===== config.mk =====
export PLATFORM = sky130hd
export DESIGN_NAME = brew_arbiter
export DESIGN_NICKNAME = d
export VERILOG_FILES = /design/src/rtl/brew_pkg.sv /design/src/rtl/rr_arbiter.sv /design/src/rtl/brew_arbiter.sv
export SDC_FILE = /design/constraint.sdc
export NUM_CORES = 1
export LEC_CHECK = 0
export CAP_MARGIN = 20
export CORE_MARGIN = 3
export CORE_UTILIZATION = 45
export DETAILED_ROUTE_END_ITERATION = 7
export PLACE_DENSITY = 0.7
export SYNTH_ARGS = -nofsm -noshare
export SYNTH_HDL_FRONTEND = slang
export SYNTH_HIERARCHICAL = 1
export SYNTH_SLANG_ARGS = --single-unit

===== constraint.sdc =====
create_clock -name Clock -period 3.4 [get_ports Clock]
set_input_delay 0.85 -clock Clock [delete_from_list [all_inputs] [get_ports Clock]]
set_output_delay 0.85 -clock Clock [all_outputs]
set_load 0.05 [all_outputs]

===== src/rtl/brew_pkg.sv =====
// Shared definitions for the brew unit arbiter: FSM state encoding, recipe
// codes and phase timer width.
package brew_pkg;

  localparam int TW = 3;

  typedef enum logic [2:0] {
    ST_IDLE  = 3'd0,
    ST_BREW  = 3'd1,
    ST_CREAM = 3'd2,
    ST_SUGAR = 3'd3,
    ST_DONE  = 3'd4
  } brew_state_t;

  localparam logic [1:0] RCP_NONE        = 2'b00;
  localparam logic [1:0] RCP_BLACK       = 2'b01;
  localparam logic [1:0] RCP_CREAM       = 2'b10;
  localparam logic [1:0] RCP_CREAM_SUGAR = 2'b11;

  // Timer load value so that a phase lasts exactly t cycles.
  function automatic logic [TW-1:0] phase_load(input int t);
    return TW'(t - 1);
  endfunction

endpackage


===== src/rtl/rr_arbiter.sv =====
// Combinational round-robin pick: the search starts one past ptr and wraps,
// so the most recently served panel has the lowest priority.
module rr_arbiter #(
  parameter int NUM_REQ = 2
) (
  input  logic [NUM_REQ-1:0] eligible,
  input  logic [1:0]         ptr,
  output logic [NUM_REQ-1:0] winner_oh,
  output logic [1:0]         winner_idx,
  output logic               any_valid
);

  always_comb begin
    winner_oh  = '0;
    winner_idx = '0;
    any_valid  = 1'b0;
    for (int k = 1; k <= NUM_REQ; k++) begin
      for (int j = 0; j < NUM_REQ; j++) begin
        if (!any_valid && eligible[j] && (((int'(ptr) + k) % NUM_REQ) == j)) begin
          winner_oh[j] = 1'b1;
          winner_idx   = 2'(j);
          any_valid    = 1'b1;
        end
      end
    end
  end

endmodule


===== src/rtl/brew_arbiter.sv =====
// Shares one brew unit between NUM_REQ panels: round-robin grant, timed valve
// phases (brew, cream, sugar) and a one-cycle Done pulse to the winner.
module brew_arbiter
  import brew_pkg::*;
#(
  parameter int NUM_REQ = 2,
  parameter int T_BREW  = 4,
  parameter int T_CREAM = 2,
  parameter int T_SUGAR = 2
) (
  input  logic                   Clock,
  input  logic                   nReset,
  input  logic [NUM_REQ-1:0]     Req,
  input  logic [2*NUM_REQ-1:0]   Recipe,
  output logic [NUM_REQ-1:0]     Grant,
  output logic [NUM_REQ-1:0]     Done,
  output logic                   Coffee,
  output logic                   Water,
  output logic                   Cream,
  output logic                   Sugar,
  output logic                   Busy
);

  brew_state_t          state, state_nxt;
  logic [TW-1:0]        timer, timer_nxt;
  logic [1:0]           rcp, rcp_nxt;
  logic [1:0]           ptr, ptr_nxt;
  logic [NUM_REQ-1:0]   grant_nxt;
  logic [NUM_REQ-1:0]   eligible;
  logic [NUM_REQ-1:0]   win_oh;
  logic [1:0]           win_idx;
  logic [1:0]           win_rcp;
  logic                 any_valid;

  // A request carrying recipe 00 is not a job and never competes.
  always_comb begin
    eligible = '0;
    for (int i = 0; i < NUM_REQ; i++) begin
      eligible[i] = Req[i] && (Recipe[2*i +: 2] != RCP_NONE);
    end
  end

  rr_arbiter #(.NUM_REQ(NUM_REQ)) u_rr (
    .eligible   (eligible),
    .ptr        (ptr),
    .winner_oh  (win_oh),
    .winner_idx (win_idx),
    .any_valid  (any_valid)
  );

  always_comb begin
    win_rcp = RCP_NONE;
    for (int i = 0; i < NUM_REQ; i++) begin
      if (win_oh[i]) win_rcp = Recipe[2*i +: 2];
    end
  end

  // Only the recipe latched at grant time steers the phase sequence.
  always_comb begin
    state_nxt = state;
    timer_nxt = timer;
    rcp_nxt   = rcp;
    ptr_nxt   = ptr;
    grant_nxt = Grant;
    case (state)
      ST_IDLE: begin
        if (any_valid) begin
          state_nxt = ST_BREW;
          timer_nxt = phase_load(T_BREW);
          rcp_nxt   = win_rcp;
          ptr_nxt   = win_idx;
          grant_nxt = win_oh;
        end
      end
      ST_BREW: begin
        if (timer == '0) begin
          if (rcp == RCP_BLACK) begin
            state_nxt = ST_DONE;
            timer_nxt = '0;
          end else begin
            state_nxt = ST_CREAM;
            timer_nxt = phase_load(T_CREAM);
          end
        end else begin
          timer_nxt = timer - TW'(1);
        end
      end
      ST_CREAM: begin
        if (timer == '0) begin
          if (rcp == RCP_CREAM_SUGAR) begin
            state_nxt = ST_SUGAR;
            timer_nxt = phase_load(T_SUGAR);
          end else begin
            state_nxt = ST_DONE;
            timer_nxt = '0;
          end
        end else begin
          timer_nxt = timer - TW'(1);
        end
      end
      ST_SUGAR: begin
        if (timer == '0) begin
          state_nxt = ST_DONE;
          timer_nxt = '0;
        end else begin
          timer_nxt = timer - TW'(1);
        end
      end
      ST_DONE: begin
        state_nxt = ST_IDLE;
        grant_nxt = '0;
      end
      default: begin
        state_nxt = ST_IDLE;
        grant_nxt = '0;
        timer_nxt = '0;
      end
    endcase
  end

  // Outputs are decoded from the next state so they are registered yet
  // aligned with the state they describe.
  always_ff @(posedge Clock or negedge nReset) begin
    if (!nReset) begin
      state  <= ST_IDLE;
      timer  <= '0;
      rcp    <= RCP_NONE;
      ptr    <= '0;
      Grant  <= '0;
      Done   <= '0;
      Coffee <= 1'b0;
      Water  <= 1'b0;
      Cream  <= 1'b0;
      Sugar  <= 1'b0;
      Busy   <= 1'b0;
    end else begin
      state  <= state_nxt;
      timer  <= timer_nxt;
      rcp    <= rcp_nxt;
      ptr    <= ptr_nxt;
      Grant  <= grant_nxt;
      Done   <= (state_nxt == ST_DONE) ? grant_nxt : '0;
      Coffee <= (state_nxt == ST_BREW);
      Water  <= (state_nxt == ST_BREW);
      Cream  <= (state_nxt == ST_CREAM);
      Sugar  <= (state_nxt == ST_SUGAR);
      Busy   <= (state_nxt != ST_IDLE);
    end
  end

endmodule

Yosys cells after proc, flatten, opt, wreduce, memory -nomap -nowiden

Index checks and enable logic that the tools add are counted.

Flip-flop bits (word level): 17
Bits in latches: 0
Bits in writable memories: 0
ROM bits: 0
Bits of input ports: 8
Output and inout bits: 9
Word-level logic and storage cells: 80
Memories kept: 0

Add/sub/neg operators: 3
$mul: 0
Div/mod/pow operators: 0
$lt $le $gt $ge: 0
Equal/unequal tests: 13
Shifts and indexed selects: 0
Multiplexer cells: 29
Bitwise logic cells: 3
Reductions and logical operators: 22

Operators by type and width:

| kind                                                 | number |
|---|---|
| logical NOT 32 bit                                   | 2 |
| two-way mux 3 bit                                    | 10 |
| case mux 3 bit (5 select lines)                      | 1 |
| equality test 3 x 2 -> 1 bit (second input constant) | 4 |
| two-way mux 1 bit                                    | 12 |
| case mux 3 bit (4 select lines)                      | 1 |
| logical AND 1 bit                                    | 9 |
| two-way mux 2 bit                                    | 4 |
| equality test 2 bit (second input constant)          | 3 |
| equality test 3 x 1 -> 1 bit (second input constant) | 2 |
| equality test 3 bit (second input constant)          | 2 |
| logical NOT 3 bit                                    | 2 |
| case mux 2 bit (2 select lines)                      | 1 |
| AND reduction 2 bit                                  | 2 |
| nonzero test 2 bit                                   | 2 |
| logical NOT 1 bit                                    | 3 |
| nonzero test 3 bit                                   | 1 |
| OR reduction 3 bit                                   | 1 |
| subtractor 3 x 1 -> 3 bit (second input constant)    | 1 |
| adder 1 bit (second input constant)                  | 2 |
| AND 1 bit (first input constant)                     | 2 |
| equality test 2 x 1 -> 1 bit (second input constant) | 1 |
| inequality test 2 bit (second input constant)        | 1 |
| NOT 1 bit                                            | 1 |

Longest topological paths before layout

Depth after elaboration: 21
Depth in mapped cells: 7
Mapped depth without buffers: 6

Cells and area by module

The synthesis kept the hierarchy.

By module, submodules not included:

| module       | times used | cells an instance | area an instance (um2) | sequential area each (um2) |
|---|---|---|---|---|
| brew_arbiter | 1          | 85                | 868.3                  | 450.4 |
| rr_arbiter   | 1          | 7                 | 43.8                   | 0.0 |

Worst setup path after synthesis

No wires, ideal clock.

Path kind: input -> register
From: input port Recipe[2]
To: register Busy
Library setup time: 131 ps
Arrival time: 2073 ps
Data required time: 3269 ps
Path slack: 1196 ps
Cell stages on the path: 6
Buffers on the path: 1
Cell sequence: o21a_1 or2_1 or3b_1 buf_2 a31oi_4 or3_1

Word-level cells in the longest chain between the ends: 16

RTL lines:

| what                              | RTL line            | source |
|---|---|---|
| from (decl)                       | brew_arbiter.sv:14  | `input logic [2*NUM_REQ-1:0] Recipe,` |
| nonzero test 2 bit *              | brew_arbiter.sv:39  | `eligible[i] = Req[i] && (Recipe[2*i +: 2] != RCP_NONE);` |
| logical AND 1 bit *               | brew_arbiter.sv:39  |  |
| logical AND 1 bit (2 in a row)    | rr_arbiter.sv:19    | `if (!any_valid && eligible[j] && (((int'(ptr) + k) % NUM_REQ) == j)) begin` |
| two-way mux 1 bit                 | rr_arbiter.sv:19    |  |
| logical NOT 1 bit                 | rr_arbiter.sv:19    |  |
| logical AND 1 bit (2 in a row)    | rr_arbiter.sv:19    |  |
| two-way mux 1 bit                 | rr_arbiter.sv:19    |  |
| logical NOT 1 bit                 | rr_arbiter.sv:19    |  |
| logical AND 1 bit (2 in a row)    | rr_arbiter.sv:19    |  |
| two-way mux 1 bit *               | rr_arbiter.sv:19    |  |
| via any_valid                     | brew_arbiter.sv:33  | `logic any_valid;` |
| two-way mux 3 bit *               | brew_arbiter.sv:67  | `if (any_valid) begin` |
| case mux 3 bit (4 select lines) * | brew_arbiter.sv:65  | `case (state)` |
| via state_nxt[0]                  | brew_arbiter.sv:24  | `brew_state_t state, state_nxt;` |
| nonzero test 3 bit *              | brew_arbiter.sv:147 | `Busy <= (state_nxt != ST_IDLE);` |
| to (signal assigned)              | brew_arbiter.sv:147 |  |
| to (decl)                         | brew_arbiter.sv:21  | `output logic Busy` |

Mark *: on every way through the listed nets, which the timed path passes. The rest lies on a longest branch.
A chain may end at the register's enable or synchronous reset.

Worst setup path after layout

From: input port Recipe[0]
To: register ptr[0]

Word-level cells in the longest chain between the ends: 17
Elaborated cells between the ends (all ways): 20
Classes of those cells: mux (7); reduce/logical (13)

RTL lines:

| what                            | RTL line            | source |
|---|---|---|
| nonzero test 2 bit *            | brew_arbiter.sv:39  |  |
| logical AND 1 bit *             | brew_arbiter.sv:39  |  |
| via eligible[0]                 | brew_arbiter.sv:29  | `logic [NUM_REQ-1:0] eligible;` |
| logical AND 1 bit               | rr_arbiter.sv:19    |  |
| two-way mux 1 bit               | rr_arbiter.sv:19    |  |
| logical NOT 1 bit               | rr_arbiter.sv:19    |  |
| logical AND 1 bit (2 in a row)  | rr_arbiter.sv:19    |  |
| two-way mux 1 bit               | rr_arbiter.sv:19    |  |
| logical NOT 1 bit               | rr_arbiter.sv:19    |  |
| logical AND 1 bit (2 in a row)  | rr_arbiter.sv:19    |  |
| two-way mux 1 bit *             | rr_arbiter.sv:19    |  |
| logical NOT 1 bit               | rr_arbiter.sv:19    |  |
| logical AND 1 bit (2 in a row)  | rr_arbiter.sv:19    |  |
| two-way mux 1 bit *             | rr_arbiter.sv:19    |  |
| via any_valid                   | brew_arbiter.sv:33  |  |
| AND reduction 2 bit (no line) * | -                   |  |
| to (signal assigned)            | brew_arbiter.sv:140 | `ptr <= ptr_nxt;` |
| to (decl)                       | brew_arbiter.sv:27  | `logic [1:0] ptr, ptr_nxt;` |

Marked as above.

==> metrics.md <==
| Metric | Value |
|---|---|
| Int Power | ~0.52 mW |
| Num CTS Buffers | 3 |
| DRC | 0 |
| CTS Root Cell | clkbuf_4 |
| Vias per cell | between 5 and 6 |
| # setup viols final | 0 |
| Reg-to-reg slack, setup | about 1.7 ns |
| Hold Slack | roughly 0.55 ns |
| P_leak | between 0.4 and 0.5 nW |
| Clock power frac | 11.2% |
| Placed cell count | 123 |
| Power per Cell Area | around 920 nW/um^2 |
| CTS resizes | 0 |
| Clock Sinks | 17 |
| Nets | roughly 110 |
| Total number of vias | 664 |
| Die X | 49.8 microns |
| Die height | roughly 50 microns |
| Worst Reg2Reg Path Length in Cells | 3 |
| Initial core utilization | approximately 49% |
| Endpoints failing hold | 0 |
| CP Buf/Inv Count | 1 |
| Mean routed wirelength per cell | between 10 and 15 microns |
| Max-slew headroom | about half |
| Dpl hpwl | ~1.2 mm |
| Cell Chain, Critical Path | clkdlybuf4s50_1, o21a_1, or2_1, or3b_1, nor2_8, mux2_2 |
| CTS tree | built |
| Final period utilization | 73.5% |
| Sw Ratio | a little under half |
| Largest delay contributor family on the critical path | simple AND/OR/NAND/NOR gates |
| Remaining global-route overflow | 0 |
| H-Tree Level Count | 1 |
| Slowest CP cell | or3b_1 |
| Antenna cells | 0 |
| Initial antenna violation count | 0 |
| Pwr Total | about 0.96 mW |
| CP arrival | about 2.7 ns |
| Clk buf depth | 2 |
| WHS Endpoint | ptr[0]$_DFFE_PN0P_ |
| Mapped Avg Cell Area | approximately 9.8 sq um |
| Sequential share of power | 38.3% |
| Area Overhead vs Synth | 21.3% |
| Worst EP required | 3.58 ns |
| Max-Cap Viols | 0 |
| Slew Viols, Final | 0 |
| P_sw | 0.449 mW |
| Worst-margin pin slew | between 0.7 and 0.8 ns |
| Worst r2r dst | ptr[0]$_DFFE_PN0P_ |
| GP Congestion | slightly below 0.8 |
| Fin Setup TNS | 0 ns |
| Synthesized netlist cell count | 88 |
| Core area | ~1800 sq um |
| Clock Latency Late Sink | slightly below 0.3 ns |
| Max VDD drop | 0.000465 V |
| Cell Area, Synth | approximately 860 sq um |
| Fin cells | around 130 |
| PortBufs | 16 |
| Worst Path Class, Setup | in -> reg |
| Setup Buffers After CTS | 0 |
| Setup Skew | between 0.004 and 0.005 ns |
| Status | finished clean |
| Die area | between 2000 and 2500 sq um |
| Comb power frac | between 50 and 60% |
| Detailed router's first-iteration violation count | 4 |
| Routed wire length | ~1.6 mm |
| CP Launch Type | input pin |
| Crit Path Max Fanout | 6 |
| CP endpoint kind | flip-flop |
| Max Fclk | around 0.4 GHz |
| Synth Net Count | 96 |
| First-pass GRT wire length | ~2.7 mm |
| Hold path depth | 1 |
| Minimum clock period | ~2.5 ns |
| RSZ-0062 raised after global routing | no |
| Hold Startpoint | ptr[0]$_DFFE_PN0P_ |
| Count of boundary I/O pins | 17 |
| Vias in the first global route | around 640 |
| Antenna Violating Nets Remaining | 0 |
| Fin util | roughly three fifths |
| Layout cell share with drive strength beyond 1 | under 10% |
| Pin count of the biggest net entering global routing | 18 |
| Synth warn | 6 |
| GRT Overall Usage | between 10% and 20% |
| FILL cells | 172 |
| RR Startpoint | state[1]$_DFF_PN0_ |
| # rows | 15 |
| Hold Crit Class | reg -> reg |
| First-pass DRT Iterations | 3 |
| Hold Buf Count CTS | 0 |
| Slowest stage delay, CP | 0.53 ns |
| Clock transition at path regs | ~0.090 ns |
-- final cells by class --
cell class	count	area, sq um	area share [%]
repair buffers	16	160	15.3
flip-flops and latches	17	425	40.6
clock inverters	1	5.00	0.477
multi-input cells	62	393	37.5
inverters	3	11.3	1.07
well taps	25	31.3	2.98
clock buffers	3	22.5	2.15
-- worst max-delay path by stage --
stage | startpoint | to | slack (ns) | cells after the start
3_5_place_dp | Recipe[2] | ptr[0]$_DFFE_PN0P_ | 0.59 | 6
3_3_place_gp | Recipe[3] | ptr[0]$_DFFE_PN0P_ | 0.63 | 6
5_1_grt | Recipe[3] | ptr[0]$_DFFE_PN0P_ | 0.85 | 6
2_1_floorplan | Recipe[2] | Busy$_DFF_PN0_ | 1.20 | 6
6_report | Recipe[0] | ptr[0]$_DFFE_PN0P_ | 0.90 | 6
4_1_cts | Recipe[2] | ptr[0]$_DFFE_PN0P_ | 0.89 | 6
-- stage by stage --
step	cell area (sq um)	worst slack, ns
global route	1050	0.846
floorplan	865	1.20
CTS	1050	0.894
global placement	1020	0.630
detailed placement	1020	0.586
finish	1050	0.900
-- placed cells by master, fill, tap and decap left out, drive strengths merged, types with 3 or more instances in the layout --
cell and instances:
clkbuf 3, nor2 7, o21ai 10, a21oi 7, nand2 9, or3 3
a21boi 4, inv 3, nor2b 4, clkdlybuf4s50 16, dfrtp 17
-- state kept, by name, indices dropped and copies added (netlist names) --
signal	count
Water	1
ptr	1
Cream	1
Done	2
timer	3
rcp	2
Busy	1
state	3
Sugar	1
Grant	2
-- metal layers --
layer	global-route usage, %	wire, microns	up-vias
li1	-	-	331
met2	23.3	753	16
met3	3.02	67	5
met5	0	0	-
met4	9.68	45	0
met1	17.6	734	312
-- power by group through the flow --
stage	clock network (mW)	logic, mW	registers, mW
after floorplan	0	0.295	0.443
after global placement	0	0.484	0.370
after detailed placement	0	0.489	0.373
after CTS	0.111	0.491	0.369
after global routing	0.120	0.529	0.383
final	0.108	0.487	0.370
-- worst reg2reg max path, cell delays in order, from the launching register on --
cell     delay (ns)
dfrtp_1        0.50
or3b_1         0.59
nor2_8         0.17
mux2_2         0.34
Power figures use the tool's default switching activity.
